### src/rtl/modmul_pkg.sv
// Shared types for the sequential modular multiplier: controller states and idx sizing.
package modmul_pkg;

    typedef enum logic [1:0] {IDLE, DBL, ADD, DONE} state_t;

    // Bit index counter width; a one-bit operand still needs a one-bit index.
    function automatic int idx_width(input int len);
        return (len > 1) ? $clog2(len) : 1;
    endfunction

    localparam int IDX_W_DEFAULT = idx_width(8);

endpackage

### src/rtl/moduloadd.sv
// Combinational (x + y) mod MODULUS for x, y < MODULUS: one add, one trial subtract, select.
module moduloadd #(
    parameter int                 MOD_LEN = 8,
    parameter logic [MOD_LEN-1:0] MODULUS = 8'd251
) (
    input  logic [MOD_LEN-1:0] op_a,
    input  logic [MOD_LEN-1:0] op_b,
    output logic [MOD_LEN-1:0] sum
);

    localparam int W = MOD_LEN + 2;

    logic [W-1:0] raw;
    logic [W-1:0] trial;

    // Extra top bit makes the trial subtract's sign bit a clean "raw < MODULUS" flag.
    assign raw   = {2'b00, op_a} + {2'b00, op_b};
    assign trial = raw - {2'b00, MODULUS};
    assign sum   = trial[W-1] ? raw[MOD_LEN-1:0] : trial[MOD_LEN-1:0];

endmodule

### src/rtl/modmul_seq.sv
// MSB-first double-and-add modular multiplier sharing one moduloadd between the
// double and add steps; start/busy/valid handshake, one operation in flight.
module modmul_seq
    import modmul_pkg::*;
#(
    parameter int                 MOD_LEN = 8,
    parameter logic [MOD_LEN-1:0] MODULUS = 8'd251
) (
    input  logic               clk,
    input  logic               reset,
    input  logic               start,
    input  logic [MOD_LEN-1:0] a_in,
    input  logic [MOD_LEN-1:0] b_in,
    output logic               busy,
    output logic               valid,
    output logic [MOD_LEN-1:0] result
);

    localparam int IDX_W = idx_width(MOD_LEN);

    state_t             state;
    logic [MOD_LEN-1:0] a_reg;
    logic [MOD_LEN-1:0] b_reg;
    logic [MOD_LEN-1:0] acc;
    logic [IDX_W-1:0]   idx;
    logic [MOD_LEN-1:0] add_b;
    logic [MOD_LEN-1:0] add_sum;

    // Doubling is acc+acc, so only the second operand needs steering.
    assign add_b = (state == ADD) ? a_reg : acc;

    moduloadd #(
        .MOD_LEN (MOD_LEN),
        .MODULUS (MODULUS)
    ) u_add (
        .op_a (acc),
        .op_b (add_b),
        .sum  (add_sum)
    );

    assign result = acc;

    always_ff @(posedge clk) begin
        if (reset) begin
            state <= IDLE;
            a_reg <= '0;
            b_reg <= '0;
            acc   <= '0;
            idx   <= '0;
            busy  <= 1'b0;
            valid <= 1'b0;
        end else begin
            valid <= 1'b0;
            case (state)
                IDLE: begin
                    if (start) begin
                        a_reg <= a_in;
                        b_reg <= b_in;
                        acc   <= '0;
                        idx   <= IDX_W'(MOD_LEN - 1);
                        busy  <= 1'b1;
                        state <= DBL;
                    end
                end
                DBL: begin
                    acc <= add_sum;
                    // A set bit defers the idx step to ADD so both steps see the same bit.
                    if (b_reg[idx]) begin
                        state <= ADD;
                    end else if (idx == '0) begin
                        valid <= 1'b1;
                        state <= DONE;
                    end else begin
                        idx <= idx - 1'b1;
                    end
                end
                ADD: begin
                    acc <= add_sum;
                    if (idx == '0) begin
                        valid <= 1'b1;
                        state <= DONE;
                    end else begin
                        idx   <= idx - 1'b1;
                        state <= DBL;
                    end
                end
                DONE: begin
                    busy  <= 1'b0;
                    state <= IDLE;
                end
                default: begin
                    busy  <= 1'b0;
                    state <= IDLE;
                end
            endcase
        end
    end

endmodule

### config.mk
export PLATFORM = sky130hd
export DESIGN_NAME = modmul_seq
export DESIGN_NICKNAME = d
export VERILOG_FILES = /design/src/rtl/modmul_pkg.sv /design/src/rtl/moduloadd.sv /design/src/rtl/modmul_seq.sv
export SDC_FILE = /design/constraint.sdc
export NUM_CORES = 1
export LEC_CHECK = 0
export ABC_AREA = 0
export BUFFER_PORTS_ARGS = -buffer_cell sky130_fd_sc_hd__buf_4
export CORE_UTILIZATION = 40
export CTS_CLUSTER_DIAMETER = 200
export CTS_CLUSTER_SIZE = 30
export DETAILED_ROUTE_END_ITERATION = 6
export HOLD_SLACK_MARGIN = 0.06
export PLACE_DENSITY = 0.69
export SYNTH_ARGS = -nofsm -noshare
export SYNTH_HDL_FRONTEND = slang
export SYNTH_SLANG_ARGS = --single-unit
export TNS_END_PERCENT = 5
### constraint.sdc
create_clock -name clk -period 7 [get_ports clk]
set_input_delay 1.4 -clock clk [delete_from_list [all_inputs] [get_ports clk]]
set_output_delay 1.4 -clock clk [all_outputs]
set_load 0.01 [all_outputs]
==> results by group <==
Status
  • Status: finished, violations left
  • Failing checks: DRC

Power
  • Switching power share of the total: 0.408
  • PnR Total Power: 0.677 mW
  • Clock network fraction of total power: 0.204
  • Cell Int Power: 0.400 mW
  • Sequential share of power: 0.362
  • Leak: 0.995 nW
  • Power per cell area: 300 nW/um2
  • Logic pwr share: 0.434
  • Worst VDD drop: 109 uV
  • Switch Pwr: 0.276 mW

STA
  • Hold Vio Cnt, Final: 0
  • Setup TNS: 0 ns
  • Slew headroom: 0.595
  • Clk_skew: 0.00530 ns
  • Fin crit share: 0.519
  • Hold Slack: 0.454 ns
  • Tmin final: 3.63 ns
  • Slew at the pin closest to its max-slew limit: 0.607 ns
  • RSZ-0062 raised after global routing: false
  • Max Clk Rate: 0.275 GHz
  • Slew Viols, Final: 0
  • # setup viols final: 0

GRT
  • Initial antenna violation count: 0
  • Largest net degree at the start of global routing: 30
  • Gr usage total: 0.187
  • GRT overflow: 0
  • First-pass GRT wire length: 7380 um
  • Number of global-route vias before repair: 1572

Die
  • Core area: 4470 um2
  • Horiz. Die Dim: 71.4 um
  • IO Count: 29
  • Initial core utilization: 0.430
  • Num rows: 24
  • DIE HEIGHT: 71.4 um
  • Die ar.: 5090 um2

Yosys
  • Distinct cells, synth: 42
  • Post-synth top flop: dfxtp_1
  • Post-synthesis sequential area ratio: 0.322
  • Syn Std Cell Area: 1920 um2
  • Count of flip-flops with a built-in enable after synthesis: 0
  • Post-Syn Nets: 267
  • Synth Instances: 230
  • Fraction of registers with async set or reset after synthesis: 0
  • YS warnings: 0
  • Avg Inst Size Synth: 8.37 um2
  • #FFs+latches synth: 31

Critical path
  • Required @ worst endpoint: 7.23 ns
  • Critical Path Start Type: register
  • Critical path capture point type: register
  • Setup slack, reg-to-reg: 3.37 ns
  • Worst Path Max Fanout: 10
  • WP data arrival: 3.87 ns
  • Worst reg2reg path startpoint: state[0]
  • CP Class: reg -> reg
  • Worst Setup SP: state[0]

CTS
  • Hold buffers post-CTS: 0
  • TritonCTS clock tree: yes
  • CTS max path bufs: 2
  • Max H-tree Level: 2
  • # resized after CTS: 0
  • Clk sinks: 31
  • CTS root buf: clkbuf_8
  • Setup repair bufs after CTS: 0
  • Skew-Pair Late Insertion Delay: 0.28 ns
  • Clock transition at path regs: 0.07 ns
  • CTS Buf Count: 5

Drt
  • Total wire length: 4300 um
  • Routed vias: 1668
  • DR iter-0 viols: 92
  • Initial DRT Pass Iterations: 6
  • Drt wl/cell: 13.8 um
  • Final ANT Viol Nets: 0
  • DRC: 1
  • Routed vias/inst: 5.36

Cells and area
  • Fraction of layout cells with a size suffix above 1: 0.208
  • Layout net count: 295
  • Fill cells: 426
  • Final core utilization: 0.505
  • Synthesis-to-finish area growth: 17.4%
  • Final antenna diode count: 0

Placement
  • GP Congestion: 0.822
  • Hpwl dp: 3230 um
  • Port bufs: 28

Flow run
  • Max cap viols: 0

Hold path
  • Hold Path Class: reg -> reg
  • Hold path start: a_reg[2]
[area by class of cell]
cell class	count	area, um2	share of cell area
flip-flops and latches	31	621	0.275
multi-input cells	182	1240	0.549
well taps	52	65.1	0.0288
inverters	10	37.5	0.0166
repair buffers	28	210	0.0931
clock inverters	2	12.5	0.00554
clock buffers	6	72.6	0.0321
[worst max-delay path, stage by stage, from the launching register on]
cell,delay (ns)
dfxtp_1,0.43
inv_1,0.12
ha_1,0.32
mux2_2,0.26
ha_1,0.17
inv_1,0.06
fa_1,0.38
nand2b_1,0.17
a21oi_2,0.20
a31oi_1,0.17
xnor2_1,0.41
a41oi_4,0.28
or4_1,0.53
nand3_1,0.08
[cell usage after synthesis, types with 3 or more instances]
library cell	number	share of area
nand2_1	53	0.10
dfxtp_1	31	0.32
a21oi_1	27	0.070
ha_1	17	0.11
nor2_1	15	0.029
inv_1	10	0.020
clkbuf_1	7	0.014
mux2_2	7	0.041
o21ai_0	6	0.016
xor2_1	6	0.027
xnor2_1	4	0.018
a211oi_1	3	0.012
a22oi_1	3	0.012
a31oi_1	3	0.0098
mux2i_1	3	0.016
or4_1	3	0.012
[layer usage]
metal / track usage / up-vias / wire [um]
li1: - / 857 / -
met1: 0.251 / 772 / 2150
met2: 0.292 / 32 / 1930
met3: 0.0492 / 7 / 157
met4: 0.0667 / 0 / 63
met5: 0 / - / 0
[path summary, 6_finish.rpt]
check	to	depth (start not counted)
worst min register to register	a_reg[2]	2
worst max-delay path	result[4]	13
worst min-delay path	a_reg[2]	2
worst max register to register	result[4]	13
[power groups by stage]
stage               clock, mW  combinational, mW  sequential (mW)
floorplan                   0              0.225            0.241
global placement            0              0.291            0.247
detailed placement          0              0.292            0.249
CTS                     0.142              0.294            0.245
global route            0.151              0.330            0.251
finish                  0.138              0.293            0.245
[cells in the final DEF, fill, tap and decap left out, types with 2 or more instances in the layout]
cell type / Yosys / layout
o21a_1: 2 / 2
xor2_1: 6 / 6
dfxtp_1: 31 / 31
mux2_2: 7 / 7
and2_1: 2 / 2
clkbuf_8: 0 / 5
mux4_2: 2 / 2
a22oi_1: 3 / 3
a21oi_1: 27 / 27
a31oi_1: 3 / 3
mux2i_1: 3 / 3
xnor2_1: 4 / 4
buf_4: 0 / 28
nand2_1: 53 / 53
nand2b_1: 2 / 2
ha_1: 17 / 17
a311oi_1: 2 / 2
o21ai_0: 6 / 6
or4_1: 3 / 3
nand3_1: 2 / 2
inv_1: 10 / 10
nor2_1: 15 / 15
a211oi_1: 3 / 3
[through the flow]
step	setup slack [ns]	cell area (um2)	cells
2_1_floorplan	3.67	1920	230
3_3_place_gp	3.54	2170	303
3_5_place_dp	3.40	2170	303
4_1_cts	3.38	2260	311
5_1_grt	3.18	2260	311
6_report	3.37	2260	311
[cell families (layout without fill, tap and decap cells)]
kind of cell | Yosys count | in the layout | synth area share
AND/OR/NAND/NOR | 84 | 84 | 0.191
buffers and inverters | 17 | 46 | 0.0332
AO/OA/AOI/OAI | 57 | 57 | 0.198
multiplexers | 12 | 12 | 0.0800
XOR/XNOR | 11 | 11 | 0.0540
flip-flops | 31 | 31 | 0.322
adder cells (fa/ha/maj) | 18 | 18 | 0.121
No activity file was read; power rests on OpenSTA's default activity.
